### src/rtl/rr_vc_token_arbiter.sv
// Multi-VN round-robin VC arbiter. Each VN has its own token and a registered, handshaked grant.
// Optional packet locking (grant held until the tail flit is accepted) is enabled by RR_PKT_LOCK_EN.

module rr_vc_token_arbiter_vn #(
    parameter int NUM_VC = 4,
    parameter int BW     = 2
) (
    input  logic              clk,
    input  logic              rst_n,
    input  logic [NUM_VC-1:0] req,
    input  logic              accept,
    input  logic              tail_in,
    output logic [NUM_VC-1:0] gnt,
    output logic              gnt_vld,
    output logic [BW-1:0]     gnt_idx,
    output logic [BW-1:0]     token
);

    typedef enum logic [1:0] {
        IDLE = 2'd0,
        GNT  = 2'd1
`ifdef RR_PKT_LOCK_EN
        , LOCK = 2'd2
`endif
    } state_t;

    state_t state;

    // First set bit of r, scanning from p upward and wrapping at NUM_VC.
    function automatic logic [BW-1:0] sel_fn(input logic [NUM_VC-1:0] r, input logic [BW-1:0] p);
        logic [BW-1:0] s;
        logic          hit;
        int            k;
        s   = '0;
        hit = 1'b0;
        for (int i = 0; i < NUM_VC; i++) begin
            k = (int'(p) + i) % NUM_VC;
            if (!hit && r[k]) begin
                s   = k[BW-1:0];
                hit = 1'b1;
            end
        end
        return s;
    endfunction

    function automatic logic [NUM_VC-1:0] onehot(input logic [BW-1:0] idx);
        logic [NUM_VC-1:0] o;
        for (int i = 0; i < NUM_VC; i++)
            o[i] = (int'(idx) == i);
        return o;
    endfunction

    logic          req_any;
    logic          held;
    logic [BW:0]   idx_w;
    logic [BW-1:0] nt;
    logic [BW-1:0] sel_tok;
    logic [BW-1:0] sel_nt;
    logic          rel;
    logic          drop;

    assign req_any = |req;
    assign held    = |(req & gnt);
    // Widen before comparing so a non-power-of-two NUM_VC wraps at NUM_VC, not at 2**BW.
    assign idx_w   = {1'b0, gnt_idx};
    assign nt      = (idx_w == (BW+1)'(NUM_VC-1)) ? '0 : idx_w[BW-1:0] + 1'b1;
    assign sel_tok = sel_fn(req, token);
    assign sel_nt  = sel_fn(req, nt);

    always_comb begin
        rel  = 1'b0;
        drop = 1'b0;
        case (state)
            GNT: begin
`ifdef RR_PKT_LOCK_EN
                rel  = accept & tail_in;
`else
                rel  = accept;
`endif
                drop = !accept && !held;
            end
`ifdef RR_PKT_LOCK_EN
            LOCK: rel = accept & tail_in;
`endif
            default: ;
        endcase
    end

`ifndef RR_PKT_LOCK_EN
    logic unused_tail;
    assign unused_tail = tail_in;
`endif

    always_ff @(posedge clk or negedge rst_n) begin
        if (!rst_n) begin
            state   <= IDLE;
            gnt     <= '0;
            gnt_vld <= 1'b0;
            gnt_idx <= '0;
            token   <= '0;
        end else if (rel) begin
            token <= nt;
            if (req_any) begin
                // Back-to-back re-arbitration from the advanced token; winner gets lowest priority.
                gnt     <= onehot(sel_nt);
                gnt_idx <= sel_nt;
                gnt_vld <= 1'b1;
                state   <= GNT;
            end else begin
                gnt     <= '0;
                gnt_idx <= '0;
                gnt_vld <= 1'b0;
                state   <= IDLE;
            end
        end else if (drop) begin
            gnt     <= '0;
            gnt_idx <= '0;
            gnt_vld <= 1'b0;
            state   <= IDLE;
        end else if (state == IDLE && req_any) begin
            gnt     <= onehot(sel_tok);
            gnt_idx <= sel_tok;
            gnt_vld <= 1'b1;
            state   <= GNT;
        end
`ifdef RR_PKT_LOCK_EN
        else if (state == GNT && accept) begin
            state <= LOCK;
        end
`endif
    end

endmodule

module rr_vc_token_arbiter #(
    parameter int NUM_VC = 4,
    parameter int NUM_VN = 3,
    localparam int bits_VC = (NUM_VC > 1) ? $clog2(NUM_VC) : 1
) (
    input  logic                      clk,
    input  logic                      rst_n,
    input  logic [NUM_VN*NUM_VC-1:0]  req,
    input  logic [NUM_VN-1:0]         accept,
    input  logic [NUM_VN-1:0]         tail_in,
    output logic [NUM_VN*NUM_VC-1:0]  gnt,
    output logic [NUM_VN-1:0]         gnt_vld,
    output logic [NUM_VN*bits_VC-1:0] gnt_idx,
    output logic [NUM_VN*bits_VC-1:0] token
);

    for (genvar vn = 0; vn < NUM_VN; vn++) begin : g_vn
        rr_vc_token_arbiter_vn #(
            .NUM_VC (NUM_VC),
            .BW     (bits_VC)
        ) u_arb (
            .clk     (clk),
            .rst_n   (rst_n),
            .req     (req[vn*NUM_VC +: NUM_VC]),
            .accept  (accept[vn]),
            .tail_in (tail_in[vn]),
            .gnt     (gnt[vn*NUM_VC +: NUM_VC]),
            .gnt_vld (gnt_vld[vn]),
            .gnt_idx (gnt_idx[vn*bits_VC +: bits_VC]),
            .token   (token[vn*bits_VC +: bits_VC])
        );
    end

endmodule

### config.mk
export PLATFORM = sky130hd
export DESIGN_NAME = rr_vc_token_arbiter
export DESIGN_NICKNAME = d
export VERILOG_FILES = /design/src/rtl/rr_vc_token_arbiter.sv
export SDC_FILE = /design/constraint.sdc
export NUM_CORES = 1
export LEC_CHECK = 0
export BUFFER_PORTS_ARGS = -buffer_cell sky130_fd_sc_hd__buf_4
export CAP_MARGIN = 30
export CORE_ASPECT_RATIO = 1.1
export CORE_MARGIN = 2
export CORE_UTILIZATION = 55
export CTS_CLUSTER_SIZE = 8
export DETAILED_ROUTE_END_ITERATION = 10
export PLACE_DENSITY = 0.8
export SYNTH_ARGS = -nofsm -noshare
export SYNTH_HDL_FRONTEND = slang
export SYNTH_SLANG_ARGS = --single-unit
### constraint.sdc
create_clock -name clk -period 2.75 [get_ports clk]
set_input_delay 0.6875 -clock clk [delete_from_list [all_inputs] [get_ports clk]]
set_output_delay 0.6875 -clock clk [all_outputs]
set_load 0.005 [all_outputs]
Yosys cells after proc, flatten, opt, wreduce, memory -nomap -nowiden
Index checks and enable logic that the tools add are counted.
{"block": "classes", "n_addsub": 21, "n_lt_le_gt_ge": 24, "eq_ne": 24, "muxes": 165, "bitwise": 21, "reduce_logical": 84}
{"operator": "2-bit 2-to-1 mux", "n": 48}
{"operator": "1-bit 2-to-1 mux", "n": 81}
{"operator": "3-bit by 4-bit < comparator with 1-bit output, second input constant", "n": 18}
{"operator": "1-bit binary-select mux with 2-bit select", "n": 24}
{"operator": "4-bit 2-to-1 mux", "n": 12}
{"operator": "2-bit OR reduction", "n": 18}
{"operator": "2-bit equality test, second input constant", "n": 15}
{"operator": "2-bit adder, second input constant", "n": 12}
{"operator": "1-bit logical AND", "n": 24}
{"operator": "1-bit zero test", "n": 24}
{"operator": "4-bit OR reduction", "n": 6}
{"operator": "2-bit by 1-bit adder with 2-bit output, second input constant", "n": 9}
{"operator": "1-bit bitwise AND, first input constant", "n": 18}
{"operator": "2-bit by 1-bit equality test with 1-bit output, second input constant", "n": 9}
{"operator": "2-bit zero test", "n": 9}
{"operator": "2-bit by 3-bit < comparator with 1-bit output, second input constant", "n": 6}
{"operator": "4-bit bitwise AND", "n": 3}
{"operator": "3-bit nonzero test", "n": 3}
{"block": "word_totals", "register_bits": 33, "in_bits": 20, "output_inout_bits": 27, "wordCells": 354}

Longest topological paths before layout
Gate-level depths: netlist (run 1).
{"block": "logic_depth", "word_depth": 19, "ltp_mapped": 8, "mapped_depth_nobuf": 6}

Cells and area by module
From an unflattened synthesis (run 1), not the netlist that was laid out.
{"block": "unflattened", "cells_unflattened": 255, "hier_area_um2": 2255.9}
{"module": "rr_vc_token_arbiter_vn", "instances": 3, "cells_each": 85, "area_per_inst_um2": 752.0, "seq_area_each_um2": 225.2}

Least setup slack after synthesis (run 1)
Ideal clock, no wire load.
{"block": "synth_path", "path_type": "input -> register", "start": "in req[11]", "end": "reg g_vn[2].u_arb.gnt[3]", "setup_time_ns": 0.126, "t_arrival_ns": 2.002, "required_time_ns": 2.624, "path_slack_ns": 0.622, "cell_stages": 7, "path_buffers": 2, "cell_sequence": "buf_4 > buf_4 > o21a_1 > o211ai_1 > nand2_1 > o32a_1 > a221o_1"}
{"block": "synth_via", "elab_chain_cells": 16, "elab_cells_between_ends": 62, "cone_classes": "eq/ne (2); mux (41); bitwise (1); reduce/logical (18)"}
{"element": "start, declared", "line": "142", "rtl": "input logic [NUM_VN*NUM_VC-1:0] req,"}
{"element": "1-bit binary-select mux with 2-bit select", "line": "38", "rtl": "if (!hit && r[k]) begin"}
{"element": "1-bit 2-to-1 mux (implied by the code)", "line": "38"}
{"element": "1-bit 2-to-1 mux", "line": "38"}
{"element": "1-bit zero test", "line": "38"}
{"element": "1-bit logical AND", "line": "38"}
{"element": "1-bit 2-to-1 mux", "line": "38"}
{"element": "1-bit zero test", "line": "38"}
{"element": "1-bit logical AND", "line": "38"}
{"element": "1-bit 2-to-1 mux", "line": "38"}
{"element": "1-bit zero test", "line": "38"}
{"element": "1-bit logical AND", "line": "38"}
{"element": "2-bit 2-to-1 mux", "line": "38"}
{"element": "2-bit by 1-bit equality test with 1-bit output", "line": "49", "rtl": "o[i] = (int'(idx) == i);"}
{"element": "4-bit 2-to-1 mux", "line": "120", "rtl": "end else if (state == IDLE && req_any) begin"}
{"element": "4-bit 2-to-1 mux", "line": "115", "rtl": "end else if (drop) begin"}
{"element": "4-bit 2-to-1 mux", "line": "101", "rtl": "end else if (rel) begin"}
{"element": "end signal, assigned", "line": "105", "rtl": "gnt <= onehot(sel_nt);"}
{"element": "end signal, assigned", "line": "121", "rtl": "gnt <= onehot(sel_tok);"}
{"element": "end, declared", "line": "13", "rtl": "output logic [NUM_VC-1:0] gnt,"}
Several ways; a longest one is shown, not always the timed one. The select of a mux whose other input is x is not followed.
A chain may end at the register's enable or synchronous reset.

Worst setup path in the final report (run 1)
{"block": "layout_path", "start": "reg g_vn[2].u_arb.gnt_idx[1]", "end": "reg g_vn[2].u_arb.gnt[2]"}
{"block": "layout_via", "elab_chain_cells": 17, "elab_cells_between_ends": 33, "cone_classes": "add/sub (4); eq/ne (2); mux (21); reduce/logical (6)"}
{"element": "start, declared", "line": "15", "rtl": "output logic [BW-1:0] gnt_idx,"}
{"element": "start signal, assigned", "line": "106", "rtl": "gnt_idx <= sel_nt;"}
{"element": "start signal, assigned", "line": "122", "rtl": "gnt_idx <= sel_tok;"}
{"element": "2-bit by 1-bit adder with 2-bit output / 2-bit equality test (equally long branches)", "line": "66", "rtl": "assign nt = (idx_w == (BW+1)'(NUM_VC-1)) ? '0 : idx_w[BW-1:0] + 1'b1;"}
{"element": "2-bit 2-to-1 mux *", "line": "66"}
{"element": "2-bit by 1-bit adder with 2-bit output / 1-bit binary-select mux with 2-bit select (equally long branches)", "line": "37, 38"}
{"element": "1-bit binary-select mux with 2-bit select / 1-bit 2-to-1 mux (equally long branches)", "line": "38"}
{"element": "1-bit 2-to-1 mux (implied by the code)", "line": "38"}
{"element": "1-bit 2-to-1 mux (implied by the code) / 1-bit zero test (equally long branches)", "line": "38"}
{"element": "1-bit logical AND", "line": "38"}
{"element": "1-bit 2-to-1 mux", "line": "38"}
{"element": "1-bit zero test", "line": "38"}
{"element": "1-bit logical AND", "line": "38"}
{"element": "1-bit 2-to-1 mux", "line": "38"}
{"element": "1-bit zero test", "line": "38"}
{"element": "1-bit logical AND", "line": "38"}
{"element": "2-bit 2-to-1 mux *", "line": "38"}
{"element": "2-bit equality test *", "line": "49"}
{"element": "4-bit 2-to-1 mux *", "line": "103", "rtl": "if (req_any) begin"}
{"element": "4-bit 2-to-1 mux *", "line": "101"}
Mark *: on every way between the ends. The rest lies on a longest branch, timed or not. The select of a mux whose other input is x is not followed.

==> results.toml, run 1 <==
[drt]
vias = 2142
drc = 0
dr.pass1.iters = 4
wire_per_inst_um = 15.0
drt-total-wl_um = 5080
vias_per_cell = 6.32
drt-initial-drc-count = 192
ant_nets = 0

[clock_network]
clock-sinks = 27
cts_buffers = 3
cts_tree = "yes"
cts.htree.levels = 1
hold_buffers = 0
post_cts_buffers = 0
ctsLongestPathBuffers = 2
root_buffer = "clkbuf_8"
clkLatencyLatePin_ns = 0.27
cts.clk_slew.worst_paths_ns = 0.09
cts_resized = 0

[yosys]
yosys_warnings = 0
synth_top_cells_by_count = "27 x dfrtp_1, 20 x nor2_1, 19 x nand2_1, 16 x a21oi_1, 11 x o21ai_0"
synth-async-reset-ratio = 1.00
yosys_register_bits = 27
synthFlopType = "dfrtp_1"
synthCells = 259
yosys.area.top_type = "dfrtp_1"
syn_area_sq_um = 2220
synth_edf_count = 0
ys_seq_area_frac = 0.305
yosysTopAreaCellShare = 0.305
synth_top_cells_by_area = "dfrtp_1 30%, a21oi_1 3.6%, nor2_1 3.4%, nand2_1 3.2%, buf_4 3.0%"
yosysMostFrequentCell = "dfrtp_1"
postSynthAreaPerCell_sq_um = 8.57
synth_cell_type_count = 61
syn_nets = 282

[cells_and_area]
drive_gt1_frac = 0.209
fill_cells = 352
finalNetCount = 311
antennaDiodeCount = 0
synthToLayoutAreaGrowth_pct = 13.9

[critical_path]
path_buf_inv = 0
r2r_slack_ns = 0.42
crit_family = "simple AND/OR/NAND/NOR gates"
worstSetupEndpointType = "flop"
cp.arrival_ns = 2.49
critPathKind = "flop to flop"
start_kind = "flop"
worstPathMaxFanout = 17
critPathSlowestCell = "nor4_1"
required_ns = 2.91
max_stage_delay_ns = 0.58
path_cells = "ha_1 -> a2bb2oi_1 -> o211ai_1 -> nor4_1 -> nor3_1 -> a221o_1"

[global_routing]
met2_usage = 0.392
grt_start_max_net_pins = 28
use_met1 = 0.309
track_usage = 0.231
grt_antenna_before_repair = 0
gr-total-overflow = 0
grt_pass1_vias = 1849
busiest_layer = "met2"
grtUsageMet3 = 0.0191
grt_pass1_wl_um = 8520

[floorplan]
core_sq_um = 3900
io_pins = 47
die_height_um = 70.6
die_x_um = 64.6
start_util = 0.568
dieArea_sq_um = 4560
rows = 24

[timing]
worst-slew-pin-transition_ns = 0.823
hold_viol_final = 0
fin_skew_ns = 0.00182
fmax_ghz = 0.429
timing.final.crit_share = 0.848
drv_slew = 0
timing.slew.headroom = 0.435
period_needed_ns = 2.33
setup_tns_ns = 0
rsz0062_at_grt = "no"
setup_ws_ns = 0.419
finalSetupViolCount = 0

[hold_path]
hold_class = "input port to asynchronous set/reset pin"

[placement]
place_worst_setup_slack_ns = 0.425
io_buffer_count = 43
gp_congestion = 0.964
hpwlAfterDp_um = 3760

[power]
power_density_nw_per_um2 = 1020
leakage_nw = 1.10
vdd_drop_max_uv = 457

[outcome]
status = "complete, no violations"

[run]
max_cap_viol_count = 0
-- per-stage QoR --
step                      instance area, sq um  hold WS [ns]  utilization  cells  power [mW]
after floorplan                           2220         0.392            -    259        1.87
after global placement                    2480         0.499        0.636    335        2.32
after detailed placement                  2480         0.514        0.636    335        2.37
after CTS                                 2530         0.322        0.647    339        2.59
after global routing                      2530         0.331        0.647    339        2.82
final                                     2530         0.311        0.647    339        2.58
-- metal layers --
| layer | up-vias | share of wire |
|---|---|---|
| met1 | 1019 | 0.45 |
| met2 | 62 | 0.49 |
| li1 | 1052 | - |
| met4 | 0 | 0.020 |
| met5 | - | 0 |
| met3 | 9 | 0.040 |
-- worst reg2reg max path, cell delays in order (launching register included) --
cell       delay [ns]
dfrtp_1          0.42
ha_1             0.52
a2bb2oi_1        0.20
o211ai_1         0.10
nor4_1           0.58
nor3_1           0.10
a221o_1          0.31
-- placed cells by master (no fill, tap or decap), types with 4 or more instances in the layout --
cell / instances
o21a_1: 9
o21ai_0: 11
inv_1: 9
o22ai_1: 4
a31oi_1: 4
nand3b_1: 5
a21o_1: 5
dfrtp_1: 27
nand2_1: 19
o221ai_1: 5
mux2_2: 6
or2_2: 4
a221o_1: 4
o211ai_1: 5
nor2_1: 20
o31ai_1: 4
a21oi_1: 16
nor3b_1: 5
buf_4: 44
a22oi_1: 7
nand2b_1: 9
nand3_1: 4
-- registers in the layout, indices dropped and copies added, names as in the netlist --
register,count
g_vn.u_arb.gnt,12
g_vn.u_arb.gnt_vld,2
g_vn.u_arb.state,1
g_vn.u_arb.token,6
g_vn.u_arb.gnt_idx,6
-- cell families after synthesis --
group                      synth area share
DFF                                   0.305
AOI/OAI and AO/OA                     0.335
muxes                                0.0395
adders and majority gates            0.0169
and+or+nand+nor                       0.230
buffers and inverters                0.0744
-- worst paths after layout --
path	startpoint	end	cells past startpoint
worst min register to register	g_vn[1].u_arb.token[0]	g_vn[1].u_arb.token[0]	2
worst max-delay path	g_vn[2].u_arb.gnt_idx[1]	g_vn[2].u_arb.gnt[2]	6
max in group asynchronous	rst_n	g_vn[1].u_arb.gnt[2]	1
worst max register to register	g_vn[2].u_arb.gnt_idx[1]	g_vn[2].u_arb.gnt[2]	6
worst min-delay path	rst_n	g_vn[0].u_arb.state[0]	1
min in group clk	g_vn[1].u_arb.token[0]	g_vn[1].u_arb.token[0]	2
-- where the power goes --
part           internal [mW]  switching, mW  leakage (nW)
Combinational          0.797          0.786         0.741
Clock                  0.104          0.120        0.0228
Sequential             0.576          0.197         0.333
Total                   1.48           1.10          1.10
-- final cells by class --
cell class | count | area [sq um] | area share
inverter | 9 | 33.8 | 0.0134
timing repair buffer | 44 | 330 | 0.131
multi-input combinational | 203 | 1380 | 0.545
tap | 52 | 65.1 | 0.0257
sequential | 27 | 676 | 0.267
clock buffer | 4 | 45.0 | 0.0178
(Power assumes the default switching activity.)
==> inputs of run 2 (changes only) <==
--- a/config.mk
+++ b/config.mk
@@ -5,6 +5,7 @@
 export SDC_FILE = /design/constraint.sdc
 export NUM_CORES = 1
 export LEC_CHECK = 0
+export ABC_AREA = 1
 export BUFFER_PORTS_ARGS = -buffer_cell sky130_fd_sc_hd__buf_4
 export CAP_MARGIN = 30
 export CORE_ASPECT_RATIO = 1.1
@@ -12,7 +13,7 @@
 export CORE_UTILIZATION = 55
 export CTS_CLUSTER_SIZE = 8
 export DETAILED_ROUTE_END_ITERATION = 10
-export PLACE_DENSITY = 0.8
+export PLACE_DENSITY = 0.77
 export SYNTH_ARGS = -nofsm -noshare
 export SYNTH_HDL_FRONTEND = slang
 export SYNTH_SLANG_ARGS = --single-unit
==> constraint.sdc (replaced) <==
create_clock -name clk -period 2.31 [get_ports clk]
set_input_delay 0.5775 -clock clk [delete_from_list [all_inputs] [get_ports clk]]
set_output_delay 0.5775 -clock clk [all_outputs]
set_load 0.005 [all_outputs]
==> run 2 against run 1 <==
Sequential share of layout area fell by 8.0 points. Critical endpoint is now g_vn[0].u_arb.gnt[0]. Worst hold slack got worse by 0.11 ns. Clock skew rose by 0.0014 ns. Cell count rose by 100%. Critical path depth rose by 8. Highest routed layer unchanged. Via count rose by 69%. Cell area rose by 43%.
==> results.toml, run 2 <==
[floorplan]
die_x_um = 76.3
io_pins = 47
start_util = 0.578
die_height_um = 83.5
rows = 28
dieArea_sq_um = 6370
core_sq_um = 5470

[timing]
fmax_ghz = 0.461
fin_skew_ns = 0.00318
timing.final.crit_share = 0.939
finalSetupViolCount = 0
timing.slew.headroom = 0.622
worst-slew-pin-transition_ns = 0.567
setup_ws_ns = 0.142
drv_slew = 0
period_needed_ns = 2.17
hold_viol_final = 0
setup_tns_ns = 0

[drt]
vias = 3620
drc = 0
wire_per_inst_um = 11.9
dr.pass1.iters = 6
drt-initial-drc-count = 175
ant_nets = 0
drt-total-wl_um = 8090
vias_per_cell = 5.32

[yosys]
synth_cell_type_count = 34
yosys_register_bits = 27
yosysMostFrequentCell = "nand2_1"
yosys.area.top_type = "nand2_1"
synth_top_cells_by_area = "nand2_1 32%, dfrtp_1 21%, nand3_1 7.9%, inv_1 5.1%, nand2_2 4.9%"
yosysTopAreaCellShare = 0.321
synth_top_cells_by_count = "270 x nand2_1, 50 x nand3_1, 43 x inv_1, 34 x nor2_1, 27 x dfrtp_1"
synth-async-reset-ratio = 1.00
yosys_warnings = 0
ys_seq_area_frac = 0.214
synthCells = 560
synth_edf_count = 0
postSynthAreaPerCell_sq_um = 5.64
syn_nets = 583
synthFlopType = "dfrtp_1"
syn_area_sq_um = 3160

[cells_and_area]
fill_cells = 551
synthToLayoutAreaGrowth_pct = 14.3
regMostFlops = "g_vn.u_arb.gnt"
final_common_cell = "nand2_1"
post-route-util = 0.661
finalNetCount = 630
largest_registers = "g_vn.u_arb.gnt x12, g_vn.u_arb.gnt_idx x6, g_vn.u_arb.token x6"
fin_cells = 681
drive_gt1_frac = 0.206
antennaDiodeCount = 0
largest_register_ff_count = 12
mostFrequentLayoutCells = "270 x nand2_1, 52 x buf_4, 50 x nand3_1, 42 x inv_1, 34 x nor2_1"

[placement]
hpwlAfterDp_um = 6420
io_buffer_count = 43
place_worst_setup_slack_ns = 0.173
gp_congestion = 0.908
dp.cells = 672

[critical_path]
critPathKind = "flop to flop"
cp.arrival_ns = 2.34
critPathSlowestCell = "dfrtp_1"
worstSetupEndpointType = "flop"
required_ns = 2.48
worstPathMaxFanout = 7
path_buf_inv = 1
path_cells = "ha_1 -> nor2_4 -> buf_4 -> nand2_2 -> nand3_1 -> nand2_1 -> nor2_1 -> nand2_1 -> nor2_1 -> nor2_1 -> nand2_1 -> nand2_1 -> nand2_1 -> nand2_1"
crit_family = "simple AND/OR/NAND/NOR gates"
crit_path_frequent_cell = "nand2_1"
start_kind = "flop"
max_stage_delay_ns = 0.48

[clock_network]
clkLatencyLatePin_ns = 0.27
clock-sinks = 27
root_buffer = "clkbuf_8"
cts_tree = "yes"
ctsLongestPathBuffers = 2
cts.clk_slew.worst_paths_ns = 0.09
cts.htree.levels = 1
cts_buffers = 3

[global_routing]
grt_pass1_vias = 3161
track_usage = 0.250
grt_antenna_before_repair = 0
gr-total-overflow = 0
grt_start_max_net_pins = 28
grt_pass1_wl_um = 13600

[hold_path]
hold_class = "input port to asynchronous set/reset pin"

[run]
max_cap_viol_count = 0

[outcome]
status = "complete, no violations"
run 2: final cells by class:
type / instances / area, sq um / share of cell area
flip-flops and latches: 27 / 676 / 0.187
inverters: 56 / 213 / 0.0589
clock inverters: 1 / 7.51 / 0.00208
multi-input cells: 467 / 2190 / 0.606
repair buffers: 52 / 390 / 0.108
clock buffers: 3 / 41.3 / 0.0114
well taps: 75 / 93.8 / 0.0260
run 2: metrics by stage:
| stage | hold slack (ns) | cell area, sq um |
|---|---|---|
| final | 0.198 | 3610 |
| after global routing | 0.221 | 3610 |
| after CTS | 0.212 | 3560 |
| after detailed placement | 0.513 | 3520 |
| after global placement | 0.511 | 3520 |
| after floorplan | 0.282 | 3160 |
run 2: logic make-up (layout without fill, tap and decap cells):
logic type                 after synthesis  after routing  share of synthesized area
and+or+nand+nor                        421            422                      0.595
buffers and inverters                   67            112                     0.0986
AOI/OAI and AO/OA                       40             40                     0.0724
DFF                                     27             27                      0.214
adders and majority gates                3              3                     0.0119
xor gates and xnor gates                 2              2                    0.00792
run 2: repair_timing:
item,CTS,global route
resized for setup,0,4
buffers inserted,0,4
hold buffers,0,0
setup endpoints to repair,0,6
run 2: path summary, 6_finish.rpt:
| check | start | endpoint | slack (ns) | cells past startpoint |
|---|---|---|---|---|
| setup / recovery | g_vn[0].u_arb.gnt_idx[0] | g_vn[0].u_arb.gnt[0] | 0.14 | 14 |
| hold / removal | rst_n | g_vn[0].u_arb.gnt_idx[0] | 0.20 | 1 |
| setup reg to reg | g_vn[0].u_arb.gnt_idx[0] | g_vn[0].u_arb.gnt[0] | 0.14 | 14 |
| hold reg to reg | g_vn[1].u_arb.gnt[0] | g_vn[1].u_arb.gnt[0] | 0.54 | 2 |
| max in group asynchronous | rst_n | g_vn[1].u_arb.gnt_idx[0] | 1.85 | 1 |
| min in group clk | g_vn[1].u_arb.gnt[0] | g_vn[1].u_arb.gnt[0] | 0.54 | 2 |
run 2: per-layer routing:
layer,vias up,GRT usage,share of wire
met4,0,0.0595,0.011
met5,-,0,0
met3,12,0.0216,0.049
met1,1616,0.319,0.44
met2,131,0.454,0.50
li1,1861,-,-
Power of run 2 is left out: the tool's default activity adds up to more than one toggle a clock period on the data nets, which glitch-free logic cannot reach.
==> inputs of run 3 (changes only) <==
--- a/config.mk
+++ b/config.mk
@@ -10,10 +10,10 @@
 export CAP_MARGIN = 30
 export CORE_ASPECT_RATIO = 1.1
 export CORE_MARGIN = 2
-export CORE_UTILIZATION = 55
+export CORE_UTILIZATION = 50
 export CTS_CLUSTER_SIZE = 8
 export DETAILED_ROUTE_END_ITERATION = 10
-export PLACE_DENSITY = 0.77
+export PLACE_DENSITY = 0.71
 export SYNTH_ARGS = -nofsm -noshare
 export SYNTH_HDL_FRONTEND = slang
 export SYNTH_SLANG_ARGS = --single-unit
==> run 3 against run 2 <==
Register-to-register slack gained 0.12 ns. Cell count grew 0.15%. Via count shrank 3.1%. Fmax grew 6.0%. Cell area shrank 0.76%. Sequential cell count is the same. Critical path depth is the same. Critical path type unchanged. Utilization shrank 7.9 points.
==> results.toml, run 3 (synthesis results as in run 2) <==
[outcome]
status = "complete, no violations"

[cells_and_area]
finalNetCount = 626
mostFrequentLayoutCells = "270 x nand2_1, 50 x nand3_1, 49 x buf_4, 43 x inv_1, 34 x nor2_1"
largest_register_ff_count = 12
final_common_cell = "nand2_1"
drive_gt1_frac = 0.203
synthToLayoutAreaGrowth_pct = 13.4
regMostFlops = "g_vn.u_arb.gnt"
largest_registers = "g_vn.u_arb.gnt x12, g_vn.u_arb.gnt_idx x6, g_vn.u_arb.token x6"
antennaDiodeCount = 0

[clock_network]
hold_buffers = 0
cts_resized = 0
cts_buffers = 3
cts_tree = "yes"
cts.clk_slew.worst_paths_ns = 0.10
cts.htree.levels = 1
clkLatencyLatePin_ns = 0.27
clock-sinks = 27
root_buffer = "clkbuf_8"
post_cts_buffers = 0
ctsLongestPathBuffers = 2

[drt]
drt-initial-drc-count = 169
wire_per_inst_um = 11.3
drt-total-wl_um = 7710
ant_nets = 0
vias_per_cell = 5.15
dr.pass1.iters = 4
vias = 3509
drc = 0

[timing]
fin_skew_ns = 0.00636
worst-slew-pin-transition_ns = 0.573
rsz0062_at_grt = "no"
hold_viol_final = 0
timing.slew.headroom = 0.618
period_needed_ns = 2.05
finalSetupViolCount = 0
timing.final.crit_share = 0.885
drv_slew = 0
setup_tns_ns = 0
fmax_ghz = 0.489

[critical_path]
r2r_cells = 14
regToRegStartpoint = "g_vn[1].u_arb.gnt_idx[0]"
required_ns = 2.49
critPathKind = "flop to flop"
start_kind = "flop"
worstSetupEndpointType = "flop"
worstPathMaxFanout = 7
cp.arrival_ns = 2.22
r2r-end = "g_vn[1].u_arb.gnt[0]"
startpoint = "g_vn[1].u_arb.gnt_idx[0]"
r2r_slack_ns = 0.26

[run]
max_cap_viol_count = 0

[floorplan]
start_util = 0.513
core_sq_um = 6160
dieArea_sq_um = 6970
rows = 30
die_x_um = 79.8
io_pins = 47
die_height_um = 87.4

[placement]
io_buffer_count = 43
gp_congestion = 0.922
hpwlAfterDp_um = 6250

[global_routing]
grt_antenna_before_repair = 0
gr-total-overflow = 0
grt_pass1_vias = 3050
grt_start_max_net_pins = 28
grt_pass1_wl_um = 13000
track_usage = 0.225

[hold_path]
hold_class = "input port to asynchronous set/reset pin"
-- run 3: cell types whose count changed in the layout (fill, tap and decap cells not counted), sizes merged --
cell	before	now
nor2	50	49
clkinvlp	1	0
inv	55	56
buf	52	49
-- run 3: how the worst max path moves through the flow --
stage / endpoint / slack, ns / cells past startpoint
after floorplan: g_vn[2].u_arb.gnt[1] / 0.45 / 13
after global placement: g_vn[1].u_arb.gnt[0] / 0.26 / 14
after detailed placement: g_vn[1].u_arb.gnt[0] / 0.23 / 14
after CTS: g_vn[1].u_arb.gnt[0] / 0.22 / 14
after global routing: g_vn[1].u_arb.gnt[1] / 0.004 / 14
final: g_vn[1].u_arb.gnt[0] / 0.26 / 14
-- run 3: layout make-up --
type,count,area [sq um]
fill,652,2570
multi-input combinational,466,2180
sequential,27,677
timing repair buffer,49,368
inverter,56,213
tap,80,100
clock buffer,3,41.3
clock inverter,1,8.76
-- run 3: metal layers --
metal / wire length, um / global-route usage
met1: 3700 / 0.301
met2: 3740 / 0.402
met3: 257 / 0.0207
met4: 13 / 0.0324
met5: 0 / 0
-- run 3: stage by stage --
step / hold slack [ns] / cells / setup WS (ns) / cell area (sq um) / utilization
floorplan: 0.282 / 560 / 0.450 / 3160 / -
global placement: 0.498 / 678 / 0.261 / 3530 / 0.573
detailed placement: 0.495 / 678 / 0.229 / 3530 / 0.573
CTS: 0.199 / 682 / 0.215 / 3580 / 0.582
global route: 0.210 / 682 / 0.00402 / 3580 / 0.582
finish: 0.193 / 682 / 0.265 / 3580 / 0.582
-- run 3: worst max-delay path, cell delays in order (launching register included) --
cell and delay (ns):
dfrtp_2 0.47, ha_2 0.40, inv_2 0.10, nand2_1 0.07, nand2_1 0.10, nand2_1 0.10, nand2_1 0.10, nor2_2 0.13
nand2_1 0.09, nor2_1 0.09, nor2_1 0.06, nand3_1 0.07, nand2_1 0.06, nand2_1 0.06, nand2_1 0.05
Power of run 3 is left out for the same reason.
